**src/rtl/mem_arb_if.sv**
```systemverilog
// Memory bus port shared by the arbiter: a valid/ready address phase
// followed by an rvalid response phase.
interface mem_arb_if;
  localparam int unsigned AW = 64;
  localparam int unsigned DW = 64;
  localparam int unsigned MW = 8;
  localparam int unsigned SW = 2;

  logic          bus_valid;
  logic          bus_ready;
  logic [AW-1:0] bus_addr;
  logic          bus_wen;
  logic [SW-1:0] bus_size;
  logic [DW-1:0] bus_wdata;
  logic [MW-1:0] bus_wmask;
  logic          bus_rvalid;
  logic [DW-1:0] bus_rdata;

  modport master (
    output bus_valid, bus_addr, bus_wen, bus_size, bus_wdata, bus_wmask,
    input  bus_ready, bus_rvalid, bus_rdata
  );

  modport slave (
    input  bus_valid, bus_addr, bus_wen, bus_size, bus_wdata, bus_wmask,
    output bus_ready, bus_rvalid, bus_rdata
  );
endinterface

```
**src/rtl/mem_arb.sv**
```systemverilog
// Arbiter sharing one memory bus between instruction fetch and the LSU:
// alternating priority under contention, one outstanding access, response timeout.
module mem_arb #(
  parameter int unsigned TIMEOUT = 255
) (
  input  logic        clk,
  input  logic        rst,
  input  logic        if_req,
  input  logic [63:0] if_addr,
  output logic        if_rsp_valid,
  output logic [63:0] if_rsp_rdata,
  output logic        if_rsp_err,
  input  logic        lsu_req,
  input  logic [63:0] lsu_addr,
  input  logic        lsu_wen,
  input  logic [1:0]  lsu_size,
  input  logic [63:0] lsu_wdata,
  input  logic [7:0]  lsu_wmask,
  output logic        lsu_rsp_valid,
  output logic [63:0] lsu_rsp_rdata,
  output logic        lsu_rsp_err,
  mem_arb_if.master   bus,
  output logic        arb_busy
);
  localparam int unsigned AW    = 64;
  localparam int unsigned DW    = 64;
  localparam int unsigned MW    = 8;
  localparam int unsigned SW    = 2;
  localparam int unsigned CNT_W = (TIMEOUT > 255) ? $clog2(TIMEOUT + 1) : 8;
  localparam logic [CNT_W-1:0] TIMEOUT_C = CNT_W'(TIMEOUT);
  localparam logic [SW-1:0]    SIZE_WORD = SW'(2);

  typedef enum logic [1:0] {S_IDLE, S_ADDR, S_WAIT, S_RESP} state_e;
  typedef enum logic {OWN_IF, OWN_LSU} owner_e;

  state_e           state_q;
  owner_e           owner_q;
  owner_e           last_owner_q;
  logic [CNT_W-1:0] cnt_q;
  logic             bus_valid_q;
  logic [AW-1:0]    bus_addr_q;
  logic             bus_wen_q;
  logic [SW-1:0]    bus_size_q;
  logic [DW-1:0]    bus_wdata_q;
  logic [MW-1:0]    bus_wmask_q;
  logic             if_rsp_valid_q;
  logic             lsu_rsp_valid_q;
  logic [DW-1:0]    rsp_rdata_q;
  logic             rsp_err_q;
  logic             busy_q;

  logic grant_lsu_c;
  logic timeout_hit_c;

  // LSU wins contention unless it owned the last completed grant.
  assign grant_lsu_c   = lsu_req && (!if_req || (last_owner_q == OWN_IF));
  assign timeout_hit_c = (TIMEOUT != 0) && (cnt_q == TIMEOUT_C);

  always_ff @(posedge clk) begin
    if (rst) begin
      state_q         <= S_IDLE;
      owner_q         <= OWN_IF;
      last_owner_q    <= OWN_IF;
      cnt_q           <= '0;
      bus_valid_q     <= 1'b0;
      bus_addr_q      <= '0;
      bus_wen_q       <= 1'b0;
      bus_size_q      <= '0;
      bus_wdata_q     <= '0;
      bus_wmask_q     <= '0;
      if_rsp_valid_q  <= 1'b0;
      lsu_rsp_valid_q <= 1'b0;
      rsp_rdata_q     <= '0;
      rsp_err_q       <= 1'b0;
      busy_q          <= 1'b0;
    end else begin
      if_rsp_valid_q  <= 1'b0;
      lsu_rsp_valid_q <= 1'b0;
      case (state_q)
        S_IDLE: begin
          if (if_req || lsu_req) begin
            state_q     <= S_ADDR;
            bus_valid_q <= 1'b1;
            busy_q      <= 1'b1;
            if (grant_lsu_c) begin
              owner_q     <= OWN_LSU;
              bus_addr_q  <= lsu_addr;
              bus_wen_q   <= lsu_wen;
              bus_size_q  <= lsu_size;
              bus_wdata_q <= lsu_wdata;
              bus_wmask_q <= lsu_wmask;
            end else begin
              owner_q     <= OWN_IF;
              bus_addr_q  <= if_addr;
              bus_wen_q   <= 1'b0;
              bus_size_q  <= SIZE_WORD;
              bus_wdata_q <= '0;
              bus_wmask_q <= '0;
            end
          end
        end
        S_ADDR: begin
          // Address phase is held until accepted; no timeout here.
          if (bus.bus_ready) begin
            bus_valid_q <= 1'b0;
            if (bus.bus_rvalid) begin
              state_q         <= S_RESP;
              rsp_rdata_q     <= bus.bus_rdata;
              rsp_err_q       <= 1'b0;
              if_rsp_valid_q  <= (owner_q == OWN_IF);
              lsu_rsp_valid_q <= (owner_q == OWN_LSU);
            end else begin
              state_q <= S_WAIT;
              cnt_q   <= '0;
            end
          end
        end
        S_WAIT: begin
          if (bus.bus_rvalid) begin
            state_q         <= S_RESP;
            rsp_rdata_q     <= bus.bus_rdata;
            rsp_err_q       <= 1'b0;
            if_rsp_valid_q  <= (owner_q == OWN_IF);
            lsu_rsp_valid_q <= (owner_q == OWN_LSU);
          end else if (timeout_hit_c) begin
            state_q         <= S_RESP;
            rsp_rdata_q     <= '0;
            rsp_err_q       <= 1'b1;
            if_rsp_valid_q  <= (owner_q == OWN_IF);
            lsu_rsp_valid_q <= (owner_q == OWN_LSU);
          end else begin
            cnt_q <= cnt_q + CNT_W'(1);
          end
        end
        S_RESP: begin
          state_q      <= S_IDLE;
          last_owner_q <= owner_q;
          busy_q       <= 1'b0;
        end
        default: begin
          state_q <= S_IDLE;
          busy_q  <= 1'b0;
        end
      endcase
    end
  end

  assign bus.bus_valid = bus_valid_q;
  assign bus.bus_addr  = bus_addr_q;
  assign bus.bus_wen   = bus_wen_q;
  assign bus.bus_size  = bus_size_q;
  assign bus.bus_wdata = bus_wdata_q;
  assign bus.bus_wmask = bus_wmask_q;

  assign if_rsp_valid  = if_rsp_valid_q;
  assign if_rsp_rdata  = rsp_rdata_q;
  assign if_rsp_err    = rsp_err_q;
  assign lsu_rsp_valid = lsu_rsp_valid_q;
  assign lsu_rsp_rdata = rsp_rdata_q;
  assign lsu_rsp_err   = rsp_err_q;
  assign arb_busy      = busy_q;
endmodule

```
**src/flat_wrapper.sv**
```systemverilog
// flat-port wrapper written by rule: the top's interface ports become plain ports
module mem_arb_flat 
#(
  parameter int unsigned TIMEOUT = 255
)
  (clk, rst, if_req, if_addr, if_rsp_valid, if_rsp_rdata, if_rsp_err, lsu_req, lsu_addr, lsu_wen, lsu_size, lsu_wdata, lsu_wmask, lsu_rsp_valid, lsu_rsp_rdata, lsu_rsp_err, arb_busy, bus_bus_valid, bus_bus_addr, bus_bus_wen, bus_bus_size, bus_bus_wdata, bus_bus_wmask, bus_bus_ready, bus_bus_rvalid, bus_bus_rdata);
  mem_arb_if bus_i ();
  input  logic clk;
  input  logic rst;
  input  logic if_req;
  input  logic [63:0] if_addr;
  output logic if_rsp_valid;
  output logic [63:0] if_rsp_rdata;
  output logic if_rsp_err;
  input  logic lsu_req;
  input  logic [63:0] lsu_addr;
  input  logic lsu_wen;
  input  logic [1:0] lsu_size;
  input  logic [63:0] lsu_wdata;
  input  logic [7:0] lsu_wmask;
  output logic lsu_rsp_valid;
  output logic [63:0] lsu_rsp_rdata;
  output logic lsu_rsp_err;
  output logic arb_busy;
  output wire logic [$bits(bus_i.bus_valid)-1:0] bus_bus_valid;
  output wire logic [$bits(bus_i.bus_addr)-1:0] bus_bus_addr;
  output wire logic [$bits(bus_i.bus_wen)-1:0] bus_bus_wen;
  output wire logic [$bits(bus_i.bus_size)-1:0] bus_bus_size;
  output wire logic [$bits(bus_i.bus_wdata)-1:0] bus_bus_wdata;
  output wire logic [$bits(bus_i.bus_wmask)-1:0] bus_bus_wmask;
  input wire logic [$bits(bus_i.bus_ready)-1:0] bus_bus_ready;
  input wire logic [$bits(bus_i.bus_rvalid)-1:0] bus_bus_rvalid;
  input wire logic [$bits(bus_i.bus_rdata)-1:0] bus_bus_rdata;
  assign bus_bus_valid = bus_i.bus_valid;
  assign bus_bus_addr = bus_i.bus_addr;
  assign bus_bus_wen = bus_i.bus_wen;
  assign bus_bus_size = bus_i.bus_size;
  assign bus_bus_wdata = bus_i.bus_wdata;
  assign bus_bus_wmask = bus_i.bus_wmask;
  assign bus_i.bus_ready = bus_bus_ready;
  assign bus_i.bus_rvalid = bus_bus_rvalid;
  assign bus_i.bus_rdata = bus_bus_rdata;
  mem_arb #(.TIMEOUT(TIMEOUT)) u_core (.clk(clk), .rst(rst), .if_req(if_req), .if_addr(if_addr), .if_rsp_valid(if_rsp_valid), .if_rsp_rdata(if_rsp_rdata), .if_rsp_err(if_rsp_err), .lsu_req(lsu_req), .lsu_addr(lsu_addr), .lsu_wen(lsu_wen), .lsu_size(lsu_size), .lsu_wdata(lsu_wdata), .lsu_wmask(lsu_wmask), .lsu_rsp_valid(lsu_rsp_valid), .lsu_rsp_rdata(lsu_rsp_rdata), .lsu_rsp_err(lsu_rsp_err), .bus(bus_i), .arb_busy(arb_busy));
endmodule
```
**config.mk**
```make
export PLATFORM = sky130hd
export DESIGN_NAME = mem_arb_flat
export DESIGN_NICKNAME = d
export VERILOG_FILES = /design/src/rtl/mem_arb_if.sv /design/src/rtl/mem_arb.sv /design/src/flat_wrapper.sv
export SDC_FILE = /design/constraint.sdc
export NUM_CORES = 1
export LEC_CHECK = 0
export ABC_AREA = 1
export CORE_AREA = 4 4 210 212
export CTS_CLUSTER_DIAMETER = 30
export CTS_CLUSTER_SIZE = 24
export DETAILED_ROUTE_END_ITERATION = 6
export DIE_AREA = 0 0 214 216
export SLEW_MARGIN = 20
export SYNTH_ARGS = -nofsm -noshare
export SYNTH_HDL_FRONTEND = slang
export SYNTH_SLANG_ARGS = --single-unit
```
**constraint.sdc**
```tcl
create_clock -name clk -period 1.8 [get_ports clk]
set_input_delay 0.27 -clock clk [delete_from_list [all_inputs] [get_ports clk]]
set_output_delay 0.27 -clock clk [all_outputs]
set_load 0.02 [all_outputs]
```
==> results.toml <==
[synthesis]
syn_avg_cell_area_um2 = 7.24
yosysSeqAreaShare_pct = 46.1
yosysTopAreaCellShare_pct = 46.1
yosys-top-cells-area = "dfxtp_1 46%, nand2_1 15%, a21oi_1 7.9%"
syn_area_um2 = 9560
synth_cells = 1321
ys_seq_elements = 220
synth_area_leader_cell = "dfxtp_1"
yosysWarnings = 0
yosysUniqueCellTypes = 25
synthesis.nets = 1600

[cts]
cts_tree = "yes"
cts_max_level = 2
insertion_delay_ns = 0.58
clock-sinks = 220
cts_inserted_buffers = 58
cts_buffer_depth = 3
clk_pin_slew_worst_paths_ns = 0.04
cts_root_buf = "clkbuf_16"
cts_hold_buf = 0

[hold_path]
hold_path.startpoint = "rst"
hp-class = "in2reg"
whs_path_depth = 5
hold-path-endpoint = "u_core.cnt_q[1]"

[layout]
layout.area.seq_um2 = 4410
fin_area_um2 = 17300
nets = 2085
num-fill-cells = 4354
post-route-util_pct = 41.3
drive_gt1_share_pct = 9.22
multi_input_area_um2 = 3940
area_delta_synth_final_pct = 81.1

[worst_setup_path]
crit_chain = "inv_2 -> ha_2 -> inv_1 -> a21oi_4 -> buf_12 -> inv_4 -> clkbuf_16 -> nand2_1 -> a21oi_1"
r2r_cells = 9
regToRegSetupSlack_ns = 0.11
critPathBufInv = 5
path_delay_family = "buffers and inverters"
cp-start-kind = "flop"
r2r_start = "u_core.state_q[1]"
endpoint_kind = "flop"
criticalPathCategory = "reg2reg"
cp_slowest_cell = "dfxtp_1"
cp_max_fo = 19
arrival_ns = 2.16
crit_required_ns = 2.28
slowest_delay_ns = 0.42
r2r-end = "u_core.bus.bus_wdata[52]"

[global_route]
grt_overflow = 0
antenna_found_initial = 1
grt_pass1_wl_um = 60400
track_usage_pct = 16.2
grt_max_degree = 139
grt_pass1_vias = 10500

[routing]
vias = 10700
routed_via_density = 4.48
ant_nets = 0
first_iter_violations = 716
wl_per_cell_um = 17.1
drc = 0
routed_wl_um = 41000
firstDrtPassIters = 5

[floorplan]
row_count = 75
start_util_pct = 22.8
core_um2 = 41900
dieArea_um2 = 46200
die_x_um = 214
die_h_um = 216
ios = 546

[sta]
slew_headroom_pct = 39.5
layout_setup_ws_ns = 0.111
finalCriticalPeriod_ns = 1.69
finalHoldViolCount = 0
worst_pin_slew_ns = 0.907
drv_slew = 0
setup_viol_count_final = 0
fin_skew_ns = 0.0252
clock.fmax_ghz = 0.592
setup-tns-final_ns = 0
post-route-period-util_pct = 93.8

[placement]
place.gp.congestion = 0.834
portBuffers = 545
pre_cts_ws_ns = -0.0412
dpl_cell_area_um2 = 15300
dpl.hpwl_um = 29000

[pwr]
p_int_uw = 18400
switching_share_pct = 36.1
p_leak_uw = 0.00797
p_sw_uw = 10400
p_comb_share_pct = 36.6
seqPwrFrac_pct = 24.1
irDropWorstVdd_v = 0.000812
clkPwrFrac_pct = 39.3
power_density_nw_per_um2 = 1660

[run_status]
outcome = "complete, no violations"

[flow_run]
max_cap_violations = 0
==> power by group through the flow <==
stage,sequential (uW),clock (uW),combinational (uW)
floorplan,8280,0,4740
global placement,7000,0,10900
detailed placement,7040,0,11000
CTS,6920,11600,10000
global route,7080,11800,11300
finish,6930,11300,10500
==> cell families (layout without fill, tap and decap cells) <==
kind of cell             count (synthesis)  in the layout  share of synthesized area (%)
AND/OR/NAND/NOR                        551            551                           23.6
AO/OA/AOI/OAI                          289            289                           16.2
buffers and inverters                  255            789                           13.4
flip-flops                             220            220                           46.1
adder cells (fa/ha/maj)                  6              6                          0.785
other                                    0              1                              0
==> through the flow <==
stage,total power (uW),std cells,hold slack (ns)
2_1_floorplan,13000,1321,0.411
3_3_place_gp,17900,2279,0.421
3_5_place_dp,18000,2279,0.426
4_1_cts,28500,2388,0.188
5_1_grt,30200,2395,0.207
6_report,28700,2395,0.236
==> synthesized netlist by cell type <==
library cell	n
nand2_1	384
dfxtp_1	220
a21oi_1	150
inv_1	86
nor2_1	85
buf_4	73
o21ai_0	70
a31oi_1	65
nand4_1	61
clkbuf_1	55
buf_2	30
nand3_1	16
buf_1	6
ha_1	6
inv_2	3
nor3_1	2
a21oi_2	1
buf_6	1
clkinv_1	1
nand2_2	1
nand3_2	1
nor2_4	1
o21a_1	1
o21ai_2	1
o221a_2	1
==> worst max path at each step <==
stage,start,slack [ns],to,depth (start not counted)
after global routing,u_core.state_q[1],-0.002,u_core.bus.bus_addr[19],8
after CTS,u_core.state_q[0],0.007,u_core.if_rsp_rdata[16],9
final,u_core.state_q[1],0.11,u_core.bus.bus_wdata[52],9
after detailed placement,lsu_req,-0.04,u_core.bus.bus_addr[50],7
after global placement,lsu_req,0.005,u_core.bus.bus_addr[15],7
after floorplan,u_core.state_q[0],0.18,u_core.if_rsp_rdata[20],8
==> sequential cells by signal (all words and copies together), names as in the netlist, 2 cells and up <==
name / count
u_core.bus.bus_addr: 64
u_core.bus.bus_wdata: 64
u_core.if_rsp_rdata: 64
u_core.bus.bus_wmask: 8
u_core.cnt_q: 8
u_core.bus.bus_size: 2
u_core.state_q: 2
==> tightest hold or removal path, cell delays in order <==
cell and delay (ns):
buf_4 0.11, inv_2 0.05, buf_4 0.20, nand2_1 0.10
nor2_1 0.03
==> what timing repair did <==
action	in CTS	in global routing
gates cloned	0	5
pin swaps	0	1
endpoints found under the setup margin	274	141
endpoints found under the hold margin	0	0
resized for setup	275	16
setup buffers	0	1
==> metal layers <==
metal | vias up | wire (um) | GRT usage, %
met4 | 0 | 1330 | 6.18
li1 | 5248 | - | -
met5 | - | 0 | 0
met1 | 4925 | 15800 | 17.6
met2 | 474 | 20100 | 28.2
met3 | 85 | 3790 | 6.89
==> layout by cell type (no fill, tap or decap), drive strengths merged <==
| cell type | count |
|---|---|
| a21oi | 151 |
| a31oi | 65 |
| buf | 43 |
| bufinv | 13 |
| clkbuf | 77 |
| clkdlybuf4s50 | 271 |
| clkinv | 13 |
| clkinvlp | 6 |
| dfxtp | 220 |
| diode | 1 |
| dlygate4sd2 | 272 |
| ha | 6 |
| inv | 94 |
| nand2 | 385 |
| nand3 | 17 |
| nand4 | 61 |
| nor2 | 86 |
| nor3 | 2 |
| o21a | 1 |
| o21ai | 71 |
| o221a | 1 |
==> layout make-up <==
type	count	share of cell area (%)
well taps	539	3.90
flip-flops and latches	220	25.5
repair buffers	590	33.4
diodes	1	0.0145
clock inverters	36	3.25
inverters	90	1.98
clock buffers	73	9.23
multi-input cells	846	22.7
Power figures use the tool's default switching activity.
==> RTL edit 1: new RTL, same settings <==
Encoding of `state_e`: now one-hot (4 bits for 4 states).
--- a/src/rtl/mem_arb.sv
+++ b/src/rtl/mem_arb.sv
@@ -30,7 +30,7 @@
   localparam logic [CNT_W-1:0] TIMEOUT_C = CNT_W'(TIMEOUT);
   localparam logic [SW-1:0]    SIZE_WORD = SW'(2);
 
-  typedef enum logic [1:0] {S_IDLE, S_ADDR, S_WAIT, S_RESP} state_e;
+  typedef enum logic [3:0] {S_IDLE = 4'b0001, S_ADDR = 4'b0010, S_WAIT = 4'b0100, S_RESP = 4'b1000} state_e;
   typedef enum logic {OWN_IF, OWN_LSU} owner_e;
 
   state_e           state_q;
Function: no difference found for any inputs over 4 cycles, from zero or initial values and one cycle with rst high; so few cycles prove little.
==> RTL edit 1 against the unedited design <==
Final area decreased by 2.3%. First-iteration DRC count decreased by 24%. Core utilization decreased by 0.96 points. Clock skew decreased by 0.014 ns. Highest routed layer is now met5. Worst hold slack got worse by 0.14 ns. Sequential cell count increased by 2. Critical path depth decreased by 2. Worst setup slack got worse by 0.0012 ns. Die area unchanged. Area after synthesis decreased by 2.0%. Wire length decreased by 6.9%.
Power is not compared: it rests on default switching activity, and its combinational part moved more than twofold at a synthesized area within 25%.
==> RTL edit 1: results (changes against the unedited design) <==
- Layout cells sized above 1: 0.09276 (was 0.09218)
- Total track usage: 0.1520 (was 0.1620)
- Vias in the first global route: 10070 (was 10530)
- Most frequent cells after synthesis: nand2_1 (505), dfxtp_1 (222), nor2_1 (144) (was nand2_1 (384), dfxtp_1 (220), a21oi_1 (150))
- Worst hold slack: 0.09662 ns (was 0.2360 ns)
- Status: finished clean (unchanged)
- CP Max Fanout: 13 (was 19)
- Clk_skew: 0.01174 ns (was 0.02525 ns)
- Fillers: 4337 (was 4354)
- Worst Hold Endpoint: u_core.bus.bus_size[1] (was u_core.cnt_q[1])
- Sequential fraction of the synthesis area: 0.4744 (was 0.4607)
- Syn_area_per_cell: 7.125 um^2 (was 7.236 um^2)
- Diode count: 0 (was 1)
- First-pass GRT wire length: 56810 um (was 60410 um)
- Worst flop-to-flop path endpoint: u_core.bus.bus_addr[43] (was u_core.bus.bus_wdata[52])
- GP Congestion: 0.8448 (was 0.8338)
- Synth Net Count: 1589 (was 1600)
- Initial drt markers: 543 (was 716)
- Post-layout net count: 2092 (was 2085)
- R2R depth: 7 (was 9)
- Unique masters post-synth: 26 (was 25)
- CP max stage delay: 0.33 ns (was 0.42 ns)
- Largest net degree at the start of global routing: 83 (was 139)
- Worst EP arrival: 2.18 ns (was 2.16 ns)
- Top delay family on crit path: simple AND/OR/NAND/NOR gates (was buffers and inverters)
==> RTL edit 1: changes by cell type in the layout (fill, tap and decap cells not counted), sizes merged, moves of 2 or more <==
cell / change
nor2: +61
nand3: +3
o21ai: +6
inv: -60
bufinv: -7
clkinv: +6
ha: -5
nand2: +120
dfxtp: +2
a21oi: -67
buf: +7
nand4: -58
==> RTL edit 1: power by group through the flow <==
| stage | Sequential (W) | Combinational (W) | Clock [W] |
|---|---|---|---|
| after global routing | 0.00568 | 0.00358 | 0.0107 |
| final | 0.00563 | 0.00330 | 0.0102 |
| after CTS | 0.00563 | 0.00332 | 0.0104 |
| after detailed placement | 0.00572 | 0.00362 | 0 |
| after floorplan | 0.00619 | 0.00122 | 0 |
| after global placement | 0.00572 | 0.00360 | 0 |
==> RTL edit 1: logic make-up (layout without fill, tap and decap cells) <==
| kind of cell | count (synthesis) | in the layout | share of synthesized area |
|---|---|---|---|
| flops | 222 | 222 | 0.4744 |
| xor+xnor | 1 | 1 | 0.0009350 |
| fa+ha+maj | 1 | 1 | 0.001335 |
| simple gates | 676 | 678 | 0.2767 |
| buf+inv | 188 | 736 | 0.1162 |
| compound gates | 227 | 227 | 0.1305 |
==> RTL edit 1: cell type report <==
class,count,share of cell area
well taps,539,0.03989
repair buffers,597,0.3412
flip-flops and latches,222,0.2629
clock buffers,74,0.09347
multi-input cells,907,0.2328
inverters,33,0.007474
clock inverters,32,0.02227
==> RTL edit 1: worst reg2reg max path: stages, from the launching register on <==
cell,delay [ns]
dfxtp_1,0.33
nor2_2,0.24
nand3_2,0.22
nor2_4,0.18
buf_12,0.17
buf_4,0.20
o21ai_1,0.08
a31oi_1,0.18
==> RTL edit 1: what timing repair did <==
item	CTS	global route
buffers inserted	0	2
gates resized for setup	273	11
setup endpoints to repair	273	81
pin swaps	0	2
gates cloned	0	5
==> RTL edit 1: worst max path at each step <==
stage,start,to,slack (ns),cells past startpoint
floorplan,u_core.cnt_q[0],u_core.if_rsp_rdata[51],0.28,10
global placement,lsu_req,u_core.bus.bus_addr[5],-0.05,7
detailed placement,lsu_req,u_core.bus.bus_addr[5],-0.07,7
CTS,u_core.cnt_q[1],u_core.if_rsp_rdata[0],0.0002,9
global route,u_core.state_q[2],u_core.bus.bus_addr[41],-0.03,7
finish,u_core.state_q[2],u_core.bus.bus_addr[43],0.11,7
==> RTL edit 1: layer usage <==
layer  vias to the layer above  GRT usage  wire [um]
met5                         -          0         17
met3                        68    0.06174       3484
met4                         2    0.04366        966
li1                       5170          -          -
met1                      4695     0.1716      15180
met2                       432     0.2654      18550
==> RTL edit 2: new RTL, config.mk and constraints unchanged <==
Without the edit above. `TIMEOUT` is set to 255 in 2 places; all go to 510.
--- a/src/rtl/mem_arb.sv
+++ b/src/rtl/mem_arb.sv
@@ -1,7 +1,7 @@
 // Arbiter sharing one memory bus between instruction fetch and the LSU:
 // alternating priority under contention, one outstanding access, response timeout.
 module mem_arb #(
-  parameter int unsigned TIMEOUT = 255
+  parameter int unsigned TIMEOUT = 510
 ) (
   input  logic        clk,
   input  logic        rst,
--- a/src/flat_wrapper.sv
+++ b/src/flat_wrapper.sv
@@ -1,7 +1,7 @@
 // flat-port wrapper written by rule: the top's interface ports become plain ports
 module mem_arb_flat 
 #(
-  parameter int unsigned TIMEOUT = 255
+  parameter int unsigned TIMEOUT = 510
 )
   (clk, rst, if_req, if_addr, if_rsp_valid, if_rsp_rdata, if_rsp_err, lsu_req, lsu_addr, lsu_wen, lsu_size, lsu_wdata, lsu_wmask, lsu_rsp_valid, lsu_rsp_rdata, lsu_rsp_err, arb_busy, bus_bus_valid, bus_bus_addr, bus_bus_wen, bus_bus_size, bus_bus_wdata, bus_bus_wmask, bus_bus_ready, bus_bus_rvalid, bus_bus_rdata);
   mem_arb_if bus_i ();
Formal check against the unedited RTL: same outputs for any inputs over 4 cycles, from zero or initial values and one cycle with rst high; that may be too few to reach the edited logic, so the function may still have changed.
==> RTL edit 2 against the unedited design <==
Wire length is 4.3% higher. Sequential cell count increased by 1. Total power grew 9.2%. Worst setup slack worse by 0.074 ns. Maximum frequency fell by 4.2%. Final area rose by 6.5%. Area after synthesis grew 2.3%. Via count shrank 0.13%.
==> RTL edit 2: results (changes against the unedited design) <==
- Via density: 4.473 (was 4.481)
- Vias in the first global route: 10560 (was 10530)
- Num Clock Sinks: 221 (was 220)
- Dpl ws: -0.05395 ns (was -0.04115 ns)
- Most frequent cells after synthesis: nand2_1 (325), dfxtp_1 (221), o21ai_0 (134) (was nand2_1 (384), dfxtp_1 (220), a21oi_1 (150))
- Worst EP arrival: 2.22 ns (was 2.16 ns)
- Switching power: 0.01106 W (was 0.01035 W)
- Drt wl/cell: 17.86 um (was 17.14 um)
- Initial drt markers: 565 (was 716)
- Layout non-clock buf frac: 0.3455 (was 0.3343)
- M2 GR Usage: 0.2873 (was 0.2818)
- Diode count: 5 (was 1)
- Layout cells sized above 1: 0.1949 (was 0.09218)
- Metal-1 WL: 16270 um (was 15840 um)
- P_leak: 8.417 nW (was 7.974 nW)
- Routed length on met2: 21560 um (was 20080 um)
- Fraction of area in multi-input gates: 0.2443 (was 0.2275)
- Detailed Place HPWL: 30210 um (was 29010 um)
- Clk_lat worst skew: 0.56 ns (was 0.58 ns)
- H-tree levels: 3 (was 2)
- Clk_skew: 0.02658 ns (was 0.02525 ns)
- DR pass1 iterations: 7 (was 5)
- Worst vdd ir: 833.5 uV (was 811.8 uV)
- Fin crit share: 0.9795 (was 0.9382)
- CP max stage delay: 0.36 ns (was 0.42 ns)
- M1 GR Usage: 0.1762 (was 0.1757)
- R2R depth: 10 (was 9)
- Power Combinational: 0.0123 W (was 0.0105 W)
- Routed wire length: 42800 um (was 41040 um)
- Largest cells by area after synthesis: dfxtp_1 (45%), nand2_1 (12%), o21ai_0 (6.9%), a21oi_1 (5.7%), buf_4 (5.2%) (was dfxtp_1 (46%), nand2_1 (15%), a21oi_1 (7.9%), buf_4 (5.7%), a31oi_1 (4.3%))
- Logic inverters: 22 (was 90)
- Largest net degree at the start of global routing: 85 (was 139)
- First-pass GRT wire length: 60620 um (was 60410 um)
- Worst hold slack: 0.1821 ns (was 0.2360 ns)
- Comb pwr share: 0.393 (was 0.366)
- CP Capture Point: u_core.bus.bus_addr[30] (was u_core.bus.bus_wdata[52])
- Unique masters post-synth: 26 (was 25)
- Worst hold path depth: 4 (was 5)
- Met3 usage: 0.06864 (was 0.06892)
- Total track usage: 0.1658 (was 0.1620)
- Met3 wire length: 3733 um (was 3793 um)
- Status: finished clean (unchanged)
- Worst flop-to-flop path endpoint: u_core.bus.bus_addr[30] (was u_core.bus.bus_wdata[52])
- Worst path slowest cell: dfxtp_2 (was dfxtp_1)
- Clk tree area frac: 0.1274 (was 0.1248)
- Post-layout net count: 2081 (was 2085)
- Fillers: 4155 (was 4354)
- Initial antenna violation count: 6 (was 1)
- GP Congestion: 0.8279 (was 0.8338)
- Synth Net Count: 1542 (was 1600)
- Nonclk buf count: 628 (was 590)
- CP Max Fanout: 8 (was 19)
- Seq area share: 0.2404 (was 0.2546)
- Dpl cells: 2249 (was 2279)
## RTL edit 2: changes by cell type in the layout (fill, tap and decap cells not counted), sizes merged, moves of 41 or more
| cell | before | now |
|---|---|---|
| inv | 94 | 22 |
| o21ai | 71 | 134 |
| nor2 | 86 | 148 |
| nand4 | 61 | 0 |
| nand2 | 385 | 332 |
| dlygate4sd2 | 272 | 231 |
## RTL edit 2: logic make-up after synthesis
group	after synthesis
adders and majority gates	6
AOI/OAI and AO/OA	359
buffers and inverters	183
DFF	221
and+or+nand+nor	494
## RTL edit 2: worst register-to-register path: stages (launching register included)
cell and delay [ns]:
dfxtp_2 0.36, inv_2 0.07, buf_4 0.14, ha_2 0.19, inv_2 0.13, a21oi_4 0.05, buf_12 0.14, clkbuf_16 0.16
buf_4 0.15, clkbuf_16 0.16, a31oi_1 0.16
## RTL edit 2: what timing repair did
action / CTS / global route
endpoints found under the setup margin: 281 / 128
setup buffers: 0 / 7
cloned: 1 / 15
resized for setup: 235 / 83
pin swaps: 0 / 6
